File: config.mk
export PLATFORM = sky130hd
export DESIGN_NAME = scan_sequencer_3b
export DESIGN_NICKNAME = d
export VERILOG_FILES = /design/src/rtl/scan_sequencer_3b.sv
export SDC_FILE = /design/constraint.sdc
export NUM_CORES = 1
export LEC_CHECK = 0
export ABC_AREA = 1
export ABC_CLOCK_PERIOD_IN_PS = 3500
export CAP_MARGIN = 40
export CORE_AREA = 2 2 60 62
export CTS_BUF_LIST = sky130_fd_sc_hd__clkbuf_16
export DETAILED_ROUTE_END_ITERATION = 8
export DIE_AREA = 0 0 62 64
export MAX_ROUTING_LAYER = met4
export PLACE_DENSITY = 0.56
export SLEW_MARGIN = 5
export SYNTH_ARGS = -nofsm -noshare
export SYNTH_HDL_FRONTEND = slang
export SYNTH_SLANG_ARGS = --single-unit
File: constraint.sdc
create_clock -name clk -period 3.5 [get_ports clk]
set_clock_uncertainty 0.15 [all_clocks]
set_input_delay 0.875 -clock clk [delete_from_list [all_inputs] [get_ports clk]]
set_output_delay 0.875 -clock clk [all_outputs]
set_load 0.1 [all_outputs]
File: src/rtl/scan_sequencer_3b.sv
// Timed channel scanner producing the 3-bit select for a 3-to-8 one-hot decoder.
// Define SCAN_SEQ_SKIP_EN to honour chan_mask; otherwise all 8 channels are visited.
module scan_sequencer_3b #(
    parameter int DWELL_W = 8
) (
    input  logic               clk,
    input  logic               rst,
    input  logic               start,
    input  logic               stop,
    input  logic               loop,
    input  logic [DWELL_W-1:0] dwell,
    input  logic [7:0]         chan_mask,
    output logic [2:0]         sel_out,
    output logic               sel_valid,
    output logic               busy,
    output logic               done,
    output logic [1:0]         state_dbg
);

    typedef enum logic [1:0] {
        IDLE = 2'd0,
        SCAN = 2'd1,
        DONE = 2'd2
    } state_t;

    state_t             state_q, state_d;
    logic [2:0]         sel_q, sel_d;
    logic [DWELL_W-1:0] cnt_q, cnt_d;
    logic [DWELL_W-1:0] dwell_q, dwell_d;
    logic [7:0]         mask_q, mask_d;
    logic               valid_q, done_q;
    logic [7:0]         eff_mask;
    logic [7:0]         above;

`ifdef SCAN_SEQ_SKIP_EN
    assign eff_mask = chan_mask;
`else
    logic unused_mask;
    assign unused_mask = ^chan_mask;
    assign eff_mask    = 8'hFF;
`endif

    function automatic logic [2:0] lowest_idx(input logic [7:0] m);
        logic [2:0] idx;
        idx = 3'd0;
        for (int i = 7; i >= 0; i--) begin
            if (m[i]) idx = 3'(i);
        end
        return idx;
    endfunction

    // Enabled channels strictly above the current one; empty means end of pass.
    assign above = mask_q & (8'hFE << sel_q);

    always_comb begin
        state_d = state_q;
        sel_d   = sel_q;
        cnt_d   = cnt_q;
        dwell_d = dwell_q;
        mask_d  = mask_q;
        case (state_q)
            IDLE: begin
                if (start) begin
                    mask_d  = eff_mask;
                    dwell_d = dwell;
                    cnt_d   = '0;
                    if (eff_mask != 8'd0) begin
                        state_d = SCAN;
                        sel_d   = lowest_idx(eff_mask);
                    end else begin
                        state_d = DONE;
                    end
                end
            end
            SCAN: begin
                if (stop) begin
                    state_d = IDLE;
                    cnt_d   = '0;
                end else if (cnt_q == dwell_q) begin
                    cnt_d = '0;
                    if (above != 8'd0) begin
                        sel_d = lowest_idx(above);
                    end else if (loop) begin
                        sel_d = lowest_idx(mask_q);
                    end else begin
                        state_d = DONE;
                    end
                end else begin
                    cnt_d = cnt_q + 1'b1;
                end
            end
            DONE: begin
                state_d = IDLE;
            end
            default: begin
                state_d = IDLE;
            end
        endcase
    end

    always_ff @(posedge clk) begin
        if (rst) begin
            state_q <= IDLE;
            sel_q   <= 3'd0;
            cnt_q   <= '0;
            dwell_q <= '0;
            mask_q  <= 8'd0;
            valid_q <= 1'b0;
            done_q  <= 1'b0;
        end else begin
            state_q <= state_d;
            sel_q   <= sel_d;
            cnt_q   <= cnt_d;
            dwell_q <= dwell_d;
            mask_q  <= mask_d;
            valid_q <= (state_d == SCAN);
            done_q  <= (state_d == DONE);
        end
    end

    assign sel_out   = sel_q;
    assign sel_valid = valid_q;
    assign busy      = valid_q;
    assign done      = done_q;
    assign state_dbg = state_q;

endmodule
* After elaboration in Yosys (flattened, before gate mapping) *
Index checks and enable logic that the tools add are counted.

cells by class
  bitwise gates (word level) = 1
  shift-type cells = 1
  equal/unequal tests = 8
  muxes and demuxes = 32
  add/subtract/negate cells = 1
  reductions and logical operators = 6
  multiply operators = 0
  magnitude comparators = 0
  div/mod/pow operators = 0

operators by type and width
  kind                                                  number
  two-way mux 3 bit                                     21
  two-way mux 8 bit                                     3
  one-hot mux 8 bit (2 select lines)                    1
  two-way mux 2 bit                                     5
  adder 8 x 1 -> 8 bit (second input constant)          1
  bitwise AND 8 bit                                     1
  equality test 8 bit                                   1
  nonzero test 8 bit                                    1
  << shifter 8 x 3 -> 8 bit (first input constant)      1
  != test 2 bit (second input constant)                 3
  one-hot mux 3 bit (2 select lines)                    1
  AND reduction 5 bit                                   1
  equality test 2 x 1 -> 1 bit (second input constant)  2
  one-hot mux 2 bit (2 select lines)                    1
  AND reduction 2 bit                                   2
  != test 3 bit (second input constant)                 1
  equality test 2 bit (second input constant)           1
  logical NOT 2 bit                                     1
  nonzero test 2 bit                                    1

storage, ports and cells
  memory bits (read-only) = 0
  memories = 0
  flip-flop bits (word level) = 24
  bits of input ports = 21
  bits in writable memories = 0
  bits in latches = 0

* Longest topological paths before layout *
  depth in word-level cells = 14
  depth in mapped cells = 10

* Worst setup path before layout *
No wires, ideal clock.

  path type = reg2out
  start = register valid_q (netlist: busy)
  end = output sel_valid
  arrival = 1.356 ns
  setup slack = 1.119 ns
  path buffers = 1
  cell stages (with the launch flop) = 2
  cell sequence = dfxtp_1 > buf_4

RTL lines
  item                    line  RTL
  start, declared         31    logic valid_q, done_q;
  start signal, assigned  116   valid_q <= (state_d == SCAN);
  end, declared           14    output logic sel_valid,

No word-level cell between the ends.

* Worst setup path after layout *
  start = input start
  end = register sel_q[2] (netlist: sel_out[2])

between the ends
  word-level cells in the longest chain between the ends = 2

RTL lines
  item                           line  RTL
  start, declared                8     input logic start,
  != test 2 bit (no line)        --
  AND reduction 5 bit (no line)  --
  end signal, assigned           112   sel_q <= sel_d;
  end, declared                  27    logic [2:0] sel_q, sel_d;

No other way between the ends.
A chain may end at the register's enable or synchronous reset.

==> impl_summary.txt <==
----------------------------------------------------
[Timing]
  Worst hold slack after final layout ... 0.325 ns
  Hold Violations, Final ... 0
  Final critical path time including I/O delays and setup ... 2.20 ns
  Maximum achievable frequency ... 456 MHz
  Max-slew violations ... 0
  Setup-failing EPs final ... 0
  Final cycle utilization of the critical path ... 0.627
  Setup repair after global routing missed its margin ... no
  Slew HR ... 0.711
  Transition time at the pin with the least slew margin ... 0.434 ns
  Smallest setup slack after layout ... 1.30 ns
  Total negative setup slack ... 0 ns

[CTS]
  Clock root buffer master ... sky130_fd_sc_hd__clkbuf_16
  Number of gates given a new drive strength after cts ... 0
  CTS Buf Count ... 3
  Insertion delay of the later-clocked pin in the worst-skew pair ... 0.25 ns
  CTS Buffer Depth ... 2
  H-Tree Level Count ... 1
  Post-CTS repair timing setup buffer count ... 0
  Clock-pin transition on the worst setup and hold timing paths ... 0.06 ns
  Number of buffers inserted for hold repair after clock tree synthesis ... 0
  CTS tree ... yes
  Total number of clock tree sinks ... 24

[Yosys]
  Sequential-to-total area share from yosys stat ... 0.424
  Number of warnings issued by yosys ... 0
  Synthesized cell area ... 1130 µm²
  Area contributors post-synth ... sky130_fd_sc_hd__dfxtp_1, sky130_fd_sc_hd__nand2_1, sky130_fd_sc_hd__nor2_1
  Synth Instances ... 160
  Number of distinct library cells after synthesis ... 22
  Cell taking the most area after synthesis ... sky130_fd_sc_hd__dfxtp_1
  Syn nets ... 182
  Post-synthesis sequential element count ... 24
  Yosys top cell area share ... 0.424
  Post-Synthesis Mean Instance Area ... 7.08 µm²

[Critical path]
  Required time worst endpoint ... 3.50 ns
  Critical Path Source Type ... primary input
  Data arrival at the endpoint of the critical path ... 2.20 ns
  Largest fanout on the critical path ... 17
  Category of the critical setup timing path ... in2reg
  Nature of the critical path endpoint ... register
  Setup slack of the worst register-to-register path ... 1.94 ns

[Placed design]
  Last weighted congestion value of the routability-driven placer ... 0.774
  Port bufs ... 20
  Setup WS pre-CTS ... 1.00 ns
  Post-detail-place hpwl ... 1.74 mm

[Layout]
  Number of antenna repair diodes ... 0
  Fraction of layout instances using a drive strength above 1 ... 0.111
  Fin nets ... 204
  Footprint of the flip-flops and latches ... 480 µm²
  Number of fill cells ... 336
  Area used by multi-input combinational logic ... 552 µm²
  Area growth syn-to-layout ... 25.9%

[Floorplanning]
  Core Region ... 3280 µm²
  Overall die width ... 62 µm
  Num rows ... 21
  Effective utilization at floorplan ... 0.345
  Number of ports placed on the die boundary ... 29
  Die Footprint ... 3970 µm²
  Die height ... 64 µm

[Drt]
  Final routed wirelength across all metal layers ... 2.30 mm
  Remaining number of nets flagged by the antenna check after routing ... 0
  Total number of vias ... 998
  Number of DRC violations after detailed-routing iteration 0 ... 52
  Mean number of vias per cell ... 4.42
  Router iterations before antenna repair ... 4
  DRC violation count after routing ... 0
  Routed wire per std cell ... 10.2 µm

[Power]
  Static leakage ... 0.619 nW
  Highest ir drop seen on vdd ... 0.000238 V
  Power density of the placed cells ... 480 nW/µm²

[Global routing]
  Via count of the first global-routing pass ... 924
  Wire length of the first global-routing pass ... 3.97 mm
  Number of antenna violations at the first check in global routing ... 0
  GRT overflow ... 0
  Maximum number of pins on one net before global-route repair ... 18
  Combined global-route utilization of all metal layers ... 0.136

[Run]
  Total of max-cap violations ... 0

[Status]
  Status ... complete, no violations

[Min path]
  Hold Crit Class ... reg2reg

----------------------------------------------------
[layer usage]
layer	up-vias	track usage	wire [µm]
met2	14	0.194	1080
li1	537	-	-
met1	443	0.188	1110
met4	0	0.0479	28
met5	-	-	0
met3	4	0.0304	76
[cells in the final DEF (no fill, tap or decap), types with 3 or more instances in the layout]
master | synthesis | final
sky130_fd_sc_hd__nand2_1 | 35 | 35
sky130_fd_sc_hd__nor2_1 | 26 | 26
sky130_fd_sc_hd__dfxtp_1 | 24 | 24
sky130_fd_sc_hd__inv_1 | 20 | 20
sky130_fd_sc_hd__clkdlybuf4s50_1 | 0 | 12
sky130_fd_sc_hd__a21oi_1 | 10 | 10
sky130_fd_sc_hd__nand3_1 | 8 | 8
sky130_fd_sc_hd__o21ai_0 | 8 | 8
sky130_fd_sc_hd__buf_4 | 2 | 8
sky130_fd_sc_hd__xor2_1 | 6 | 6
sky130_fd_sc_hd__xnor2_1 | 3 | 3
sky130_fd_sc_hd__nand2_2 | 3 | 3
sky130_fd_sc_hd__nor3_1 | 3 | 3
sky130_fd_sc_hd__clkbuf_16 | 0 | 3
[metrics by stage]
| stage | util | total power (W) | cells | area, µm² |
|---|---|---|---|---|
| global route | 0.435 | 0.000726 | 226 | 1430 |
| detailed placement | 0.412 | 0.000451 | 223 | 1350 |
| floorplan | - | 0.000413 | 160 | 1130 |
| finish | 0.435 | 0.000685 | 226 | 1430 |
| global placement | 0.412 | 0.000448 | 223 | 1350 |
| CTS | 0.435 | 0.000695 | 226 | 1430 |
[kinds of logic after synthesis]
| logic type | Yosys count | share of synthesized area |
|---|---|---|
| AOI/OAI and AO/OA | 20 | 0.102 |
| muxes | 1 | 0.00883 |
| and+or+nand+nor | 80 | 0.296 |
| DFF | 24 | 0.424 |
| xor gates and xnor gates | 9 | 0.0695 |
| buffers and inverters | 25 | 0.0894 |
| adders and majority gates | 1 | 0.0110 |
[final cells by class]
type	count	share of cell area
well taps	46	0.0403
clock buffers	3	0.0526
repair buffers	20	0.126
multi-input cells	111	0.387
flip-flops and latches	24	0.337
inverters	22	0.0578
[worst max-delay path: stages]
cell	delay [ns]
sky130_fd_sc_hd__clkdlybuf4s50_1	0.47
sky130_fd_sc_hd__nand2_2	0.08
sky130_fd_sc_hd__nor2_2	0.23
sky130_fd_sc_hd__inv_2	0.19
sky130_fd_sc_hd__nand2_1	0.17
sky130_fd_sc_hd__nand2_1	0.07
sky130_fd_sc_hd__nand2_1	0.06
sky130_fd_sc_hd__nor2_1	0.04
[cells in the mapped netlist (all sizes together)]
cell type and instances:
nor4 1, buf 2, nor3 3, xor2 6, xnor2 3, a21oi 11
nand2 38, clkbuf 1, nand3b 1, o21ai 9, inv 22, nor2 28
nand3 8, nand4 1, mux2i 1, ha 1, dfxtp 24
[state kept, by name (all words and copies together) (netlist names)]
signal	flops
dwell_q	8
sel_out	3
mask_q	1
done	1
cnt_q	8
state_dbg	2
busy	1
[path summary, 6_finish.rpt]
kind,start,to,cells after the start
max,start,sel_out[2],8
max reg2reg,state_dbg[1],sel_out[2],8
min,dwell_q[1],dwell_q[1],2
min reg2reg,dwell_q[1],dwell_q[1],2
[where the power goes]
group	switching, W	leakage, nW	total [W]	internal (W)
sequential	0.0000121	0.197	0.000301	0.000289
combinational	0.0000975	0.386	0.000142	0.0000443
clock	0.0000911	0.0370	0.000242	0.000151
Note: power is estimated with default switching activity, not from simulation.
==> patch 1: new RTL, config.mk and constraints unchanged <==
Change the parameter `DWELL_W` from 8 to 6.
--- a/src/rtl/scan_sequencer_3b.sv
+++ b/src/rtl/scan_sequencer_3b.sv
@@ -1,7 +1,7 @@
 // Timed channel scanner producing the 3-bit select for a 3-to-8 one-hot decoder.
 // Define SCAN_SEQ_SKIP_EN to honour chan_mask; otherwise all 8 channels are visited.
 module scan_sequencer_3b #(
-    parameter int DWELL_W = 8
+    parameter int DWELL_W = 6
 ) (
     input  logic               clk,
     input  logic               rst,
Ports: changed (resized dwell); port bits go from 29 to 27. No check against the original RTL was run, so the function may have changed too.
==> patch 1 against the original RTL <==
Worst setup slack improved by 0.093 ns. Total power rose by 3.6%. Largest cell class unchanged. Non-clock buffer count fell by 1. Wire length fell by 3.7%. First-iteration DRC count fell by 35%. Cell area fell by 8.6%. Utilization fell by 3.7 points. Area after synthesis fell by 12%. Sequential cell count fell by 4.
==> patch 1: results (changes against the original RTL) <==
[die]
chipWidth_um = 62  ; unchanged

[setup_path]
regToRegStartpoint = state_dbg[1]
timing.reg2reg.setup_slack_ns = 1.98  ; +0.04 ns
critical-path-slowest-cell = clkdlybuf4s50_1
max_stage_delay_ns = 0.41  ; -0.06 ns
cp_max_fo = 15  ; -2
terminus_of_the_critical_flop_to_flop_path = cnt_q[0]
r2r.worst_path.cells = 7  ; -1
critical_path_arrival_ns = 2.16  ; -0.04 ns

[timing]
worst_pin_slew_ns = 0.362  ; -0.0714 ns

[drt]
detail_route.wl_per_cell_um = 10.9  ; +6.7%
detail_route.first_pass.iterations = 4  ; unchanged
vias_per_cell = 4.46  ; +0.90%
detail_route.iter0.violations = 34  ; -35%

[clock_network]
clk_pin_slew_worst_paths_ns = 0.06  ; about the same
post_cts_resized = 0  ; unchanged
worst_skew_pair.late_latency_ns = 0.26
ctsLongestPathBuffers = 2  ; unchanged
htree_num_levels = 1  ; unchanged
cts-buffers-inserted = 3  ; unchanged
cts_setup_buffers = 0  ; unchanged
clock_tree.root_cell = clkbuf_16

[hold_path]
hold_path.startpoint = dwell_q[5]
hold_path.class = flop to flop
hold_end = dwell_q[5]
whs_path_depth = 2  ; unchanged

[grt]
grtUsageTotal = 0.134  ; -0.00243
met2_usage = 0.211  ; +0.0169
met3_track_demand_over_resource_in_global_routing = 0.0243  ; -0.00607
number_of_global_route_vias_before_repair = 914  ; -1.1%
grt_first_pass_wirelength_um = 3810  ; -4.2%
number_of_antenna_violations_at_the_first_check_in_global_routing = 0  ; unchanged
grt_use_met1 = 0.149  ; -0.0388
largest_net_degree_at_the_start_of_global_routing = 16  ; -2

[placed_design]
gp_routability_congestion = 0.843  ; +8.9%
numPortBuffers = 18  ; -10%
dp_area_mm2 = 0.00120  ; -11%
dpl.hpwl_um = 1570  ; -9.9%

[power_and_ir_drop]
cellLeakagePower_nw = 0.551  ; -11%
switching_share = 0.282  ; -0.0107
ir_drop_mv = 0.174  ; -27%

[synth]
synth_seq_area_share = 0.402  ; -0.0223
netlist_top_cells_count = nand2_1 (34), dfxtp_1 (20), nor2_1 (15)
synth.area.top_cells = dfxtp_1 (40%), nand2_1 (13%), a21oi_1 (7.0%), nor2_1 (5.6%), inv_1 (3.8%)
postSynth.topFlopCell = dfxtp_1
asyncSetResetFlopFracSynth = 0  ; unchanged
synth.yosys.warnings = 0  ; unchanged
syn-num-nets = 159  ; -13%
synth.distinct_cells = 23  ; +4.5%

[layout]
final_layout_size_suffix_gt1_frac = 0.203  ; +0.0914
n_fill_cell = 337  ; +0.30%
final_net_count = 179  ; -12%
antenna-diode-count = 0  ; unchanged

[outcome]
run_status = completed

## patch 1: changes by cell type in the layout (fill, tap and decap cells not counted), sizes merged, moves of 3 or more
cell / change
xor2: -3
dfxtp: -4
a21oi: +5
inv: -6
xnor2: -3
nand3: -3
nor2: -7
## patch 1: layer usage
metal | routed length, um | part of all wire | vias up
li1 | - | - | 481
met5 | 0 | 0 | -
met3 | 78 | 0.035 | 6
met4 | 74 | 0.033 | 0
met2 | 1040 | 0.47 | 18
met1 | 1020 | 0.46 | 404
## patch 1: layout make-up
class	instances	area (um^2)	area share
clock buffers	3	75.1	0.0575
clock inverters	1	30.0	0.0230
inverters	16	60.1	0.0460
multi-input cells	99	514	0.394
flip-flops and latches	20	400	0.307
well taps	46	57.6	0.0441
repair buffers	19	168	0.128
## patch 1: worst max path at each step
| stage | from | endpoint | slack [ns] | cells after the start |
|---|---|---|---|---|
| floorplan | busy | sel_valid | 1.12 | 1 |
| global placement | start | cnt_q[0] | 1.16 | 7 |
| detailed placement | start | cnt_q[0] | 1.14 | 7 |
| CTS | start | cnt_q[0] | 1.39 | 7 |
| global route | start | cnt_q[0] | 1.29 | 7 |
| finish | start | cnt_q[0] | 1.40 | 7 |
## patch 1: worst max-delay path, delay by kind of cell
family | cells | cell delay, ns
and+or+nand+nor | 2 | 0.41
AOI/OAI and AO/OA | 2 | 0.27
buffers and inverters | 3 | 0.59
## patch 1: power by group through the flow
stage / clock [W] / sequential, W / combinational [W]
after floorplan: 0 / 0.000294 / 0.0000684
after global placement: 0 / 0.000255 / 0.000139
after detailed placement: 0 / 0.000256 / 0.000141
after CTS: 0.000327 / 0.000251 / 0.000141
after global routing: 0.000333 / 0.000253 / 0.000154
final: 0.000318 / 0.000251 / 0.000141
## patch 1: cells by family after synthesis
kind of cell,count (synthesis),synth area share
AND/OR/NAND/NOR,67,0.305
flip-flops,20,0.402
buffers and inverters,20,0.0828
adder cells (fa/ha/maj),1,0.0125
AO/OA/AOI/OAI,28,0.172
XOR/XNOR,3,0.0264
## patch 1: per-stage QoR
stage,cells,hold slack [ns],worst slack [ns],utilization
after detailed placement,200,0.314,1.14,0.365
after global routing,204,0.346,1.29,0.397
after global placement,200,0.305,1.16,0.365
final,204,0.326,1.40,0.397
after CTS,204,0.327,1.39,0.397
after floorplan,139,0.293,1.12,-
==> patch 2: new RTL, config.mk and constraints unchanged <==
Without the edit above. Register the output `state_dbg` once more; this adds one clock of latency there. The other outputs are not delayed to match.
--- a/src/rtl/scan_sequencer_3b.sv
+++ b/src/rtl/scan_sequencer_3b.sv
@@ -122,6 +122,8 @@
     assign sel_valid = valid_q;
     assign busy      = valid_q;
     assign done      = done_q;
-    assign state_dbg = state_q;
+    always_ff @(posedge clk) begin
+        state_dbg <= state_q;
+    end
 
 endmodule
Function: changed (a bounded check fails within 4 cycles, from zero or initial values and one cycle with rst high).
==> patch 2 against the original RTL <==
Total power up 4.4%. Area after synthesis up 6.2%. Cell area rose by 5.3%. Die area unchanged. Wire length is 4.3% higher. Count of clock-buffer cells in the layout stayed put. Worst setup slack improved by 0.032 ns. Sequential cell count is 2 higher. Critical endpoint unchanged. Largest cell class unchanged. Largest power group unchanged.
==> patch 2: results (changes against the original RTL) <==
[outcome]
run_status = completed

[drt]
total_wire_length_um = 2400  ; +4.3%
detail_route.wirelength.met1_um = 1170  ; +5.1%
detail_route.iter0.violations = 30  ; -42%
met2WireLength_um = 1110  ; +2.7%
route.met3.wl_um = 98  ; +29%

[synth]
yosys.area_share.xor_xnor = 0.0728  ; +0.00323
muxShareOfSynthArea = 0  ; -0.00883
synth.distinct_cells = 25  ; +14%
synth.area.top_cells = dfxtp_1 (43%), nand2_1 (9.4%), nor2_2 (5.7%), nor2_1 (5.3%), xnor2_1 (4.4%)
synth_seq_area_share = 0.432  ; +0.00859
syn-num-nets = 176  ; -3.3%
synth-compound-area-share = 0.0946  ; -0.00695

[setup_path]
r2r.worst_path.cells = 9  ; +1
timing.reg2reg.setup_slack_ns = 2.02  ; +0.08 ns
terminus_of_the_critical_flop_to_flop_path = cnt_q[6]
regToRegStartpoint = cnt_q[0]

[power_and_ir_drop]
cellInternalPower_w = 0.000510  ; +5.1%
switching_share = 0.288  ; -0.00510
ir_drop_mv = 0.156  ; -34%

[placed_design]
dp_area_mm2 = 0.00143  ; +5.4%
gp_routability_congestion = 0.717  ; -7.5%
dp_slack_ns = 1.08  ; +0.0801 ns
dpl.hpwl_um = 1800  ; +3.4%

[timing]
timing.hold.ws_ns = 0.215  ; -0.110 ns
worst_pin_slew_ns = 0.348  ; -0.0853 ns
top_achievable_clock_speed_mhz = 462  ; +1.5%

[grt]
met3_track_demand_over_resource_in_global_routing = 0.0182  ; -0.0121
grt_use_met1 = 0.169  ; -0.0185
number_of_global_route_vias_before_repair = 982  ; +6.3%
grt_first_pass_wirelength_um = 4140  ; +4.2%

[hold_path]
hold_end = state_dbg[1]
hold_path.startpoint = state_q[1]

-- patch 2: changes by cell type in the layout (fill, tap and decap cells not counted), moves of 3 or more --
cell     change
nor2_1       -9
a21oi_1      -5
nor2_2       +9
inv_1       -12
inv_2        +4
nand3_1      -3
xnor2_1      +3
nand2_4      +4
nand2_1      -5
-- patch 2: through the flow --
step,instances,utilization
2_1_floorplan,154,-
3_3_place_gp,217,0.434
3_5_place_dp,217,0.434
4_1_cts,221,0.458
5_1_grt,221,0.458
6_report,221,0.458
-- patch 2: layout make-up --
type / instances / area (um^2)
Clock buffer: 3 / 75.1
Clock inverter: 1 / 3.75
Fill cell: 344 / 1780
Inverter: 14 / 52.6
Multi-Input combinational cell: 111 / 614
Sequential cell: 26 / 520
Tap cell: 46 / 57.6
Timing Repair Buffer: 20 / 180
-- patch 2: critical path, stage by stage --
cell	delay, ns
clkdlybuf4s50_1	0.45
nand2_1	0.11
nor2_2	0.23
inv_2	0.19
nand2_2	0.14
nand2_1	0.07
a21oi_2	0.12
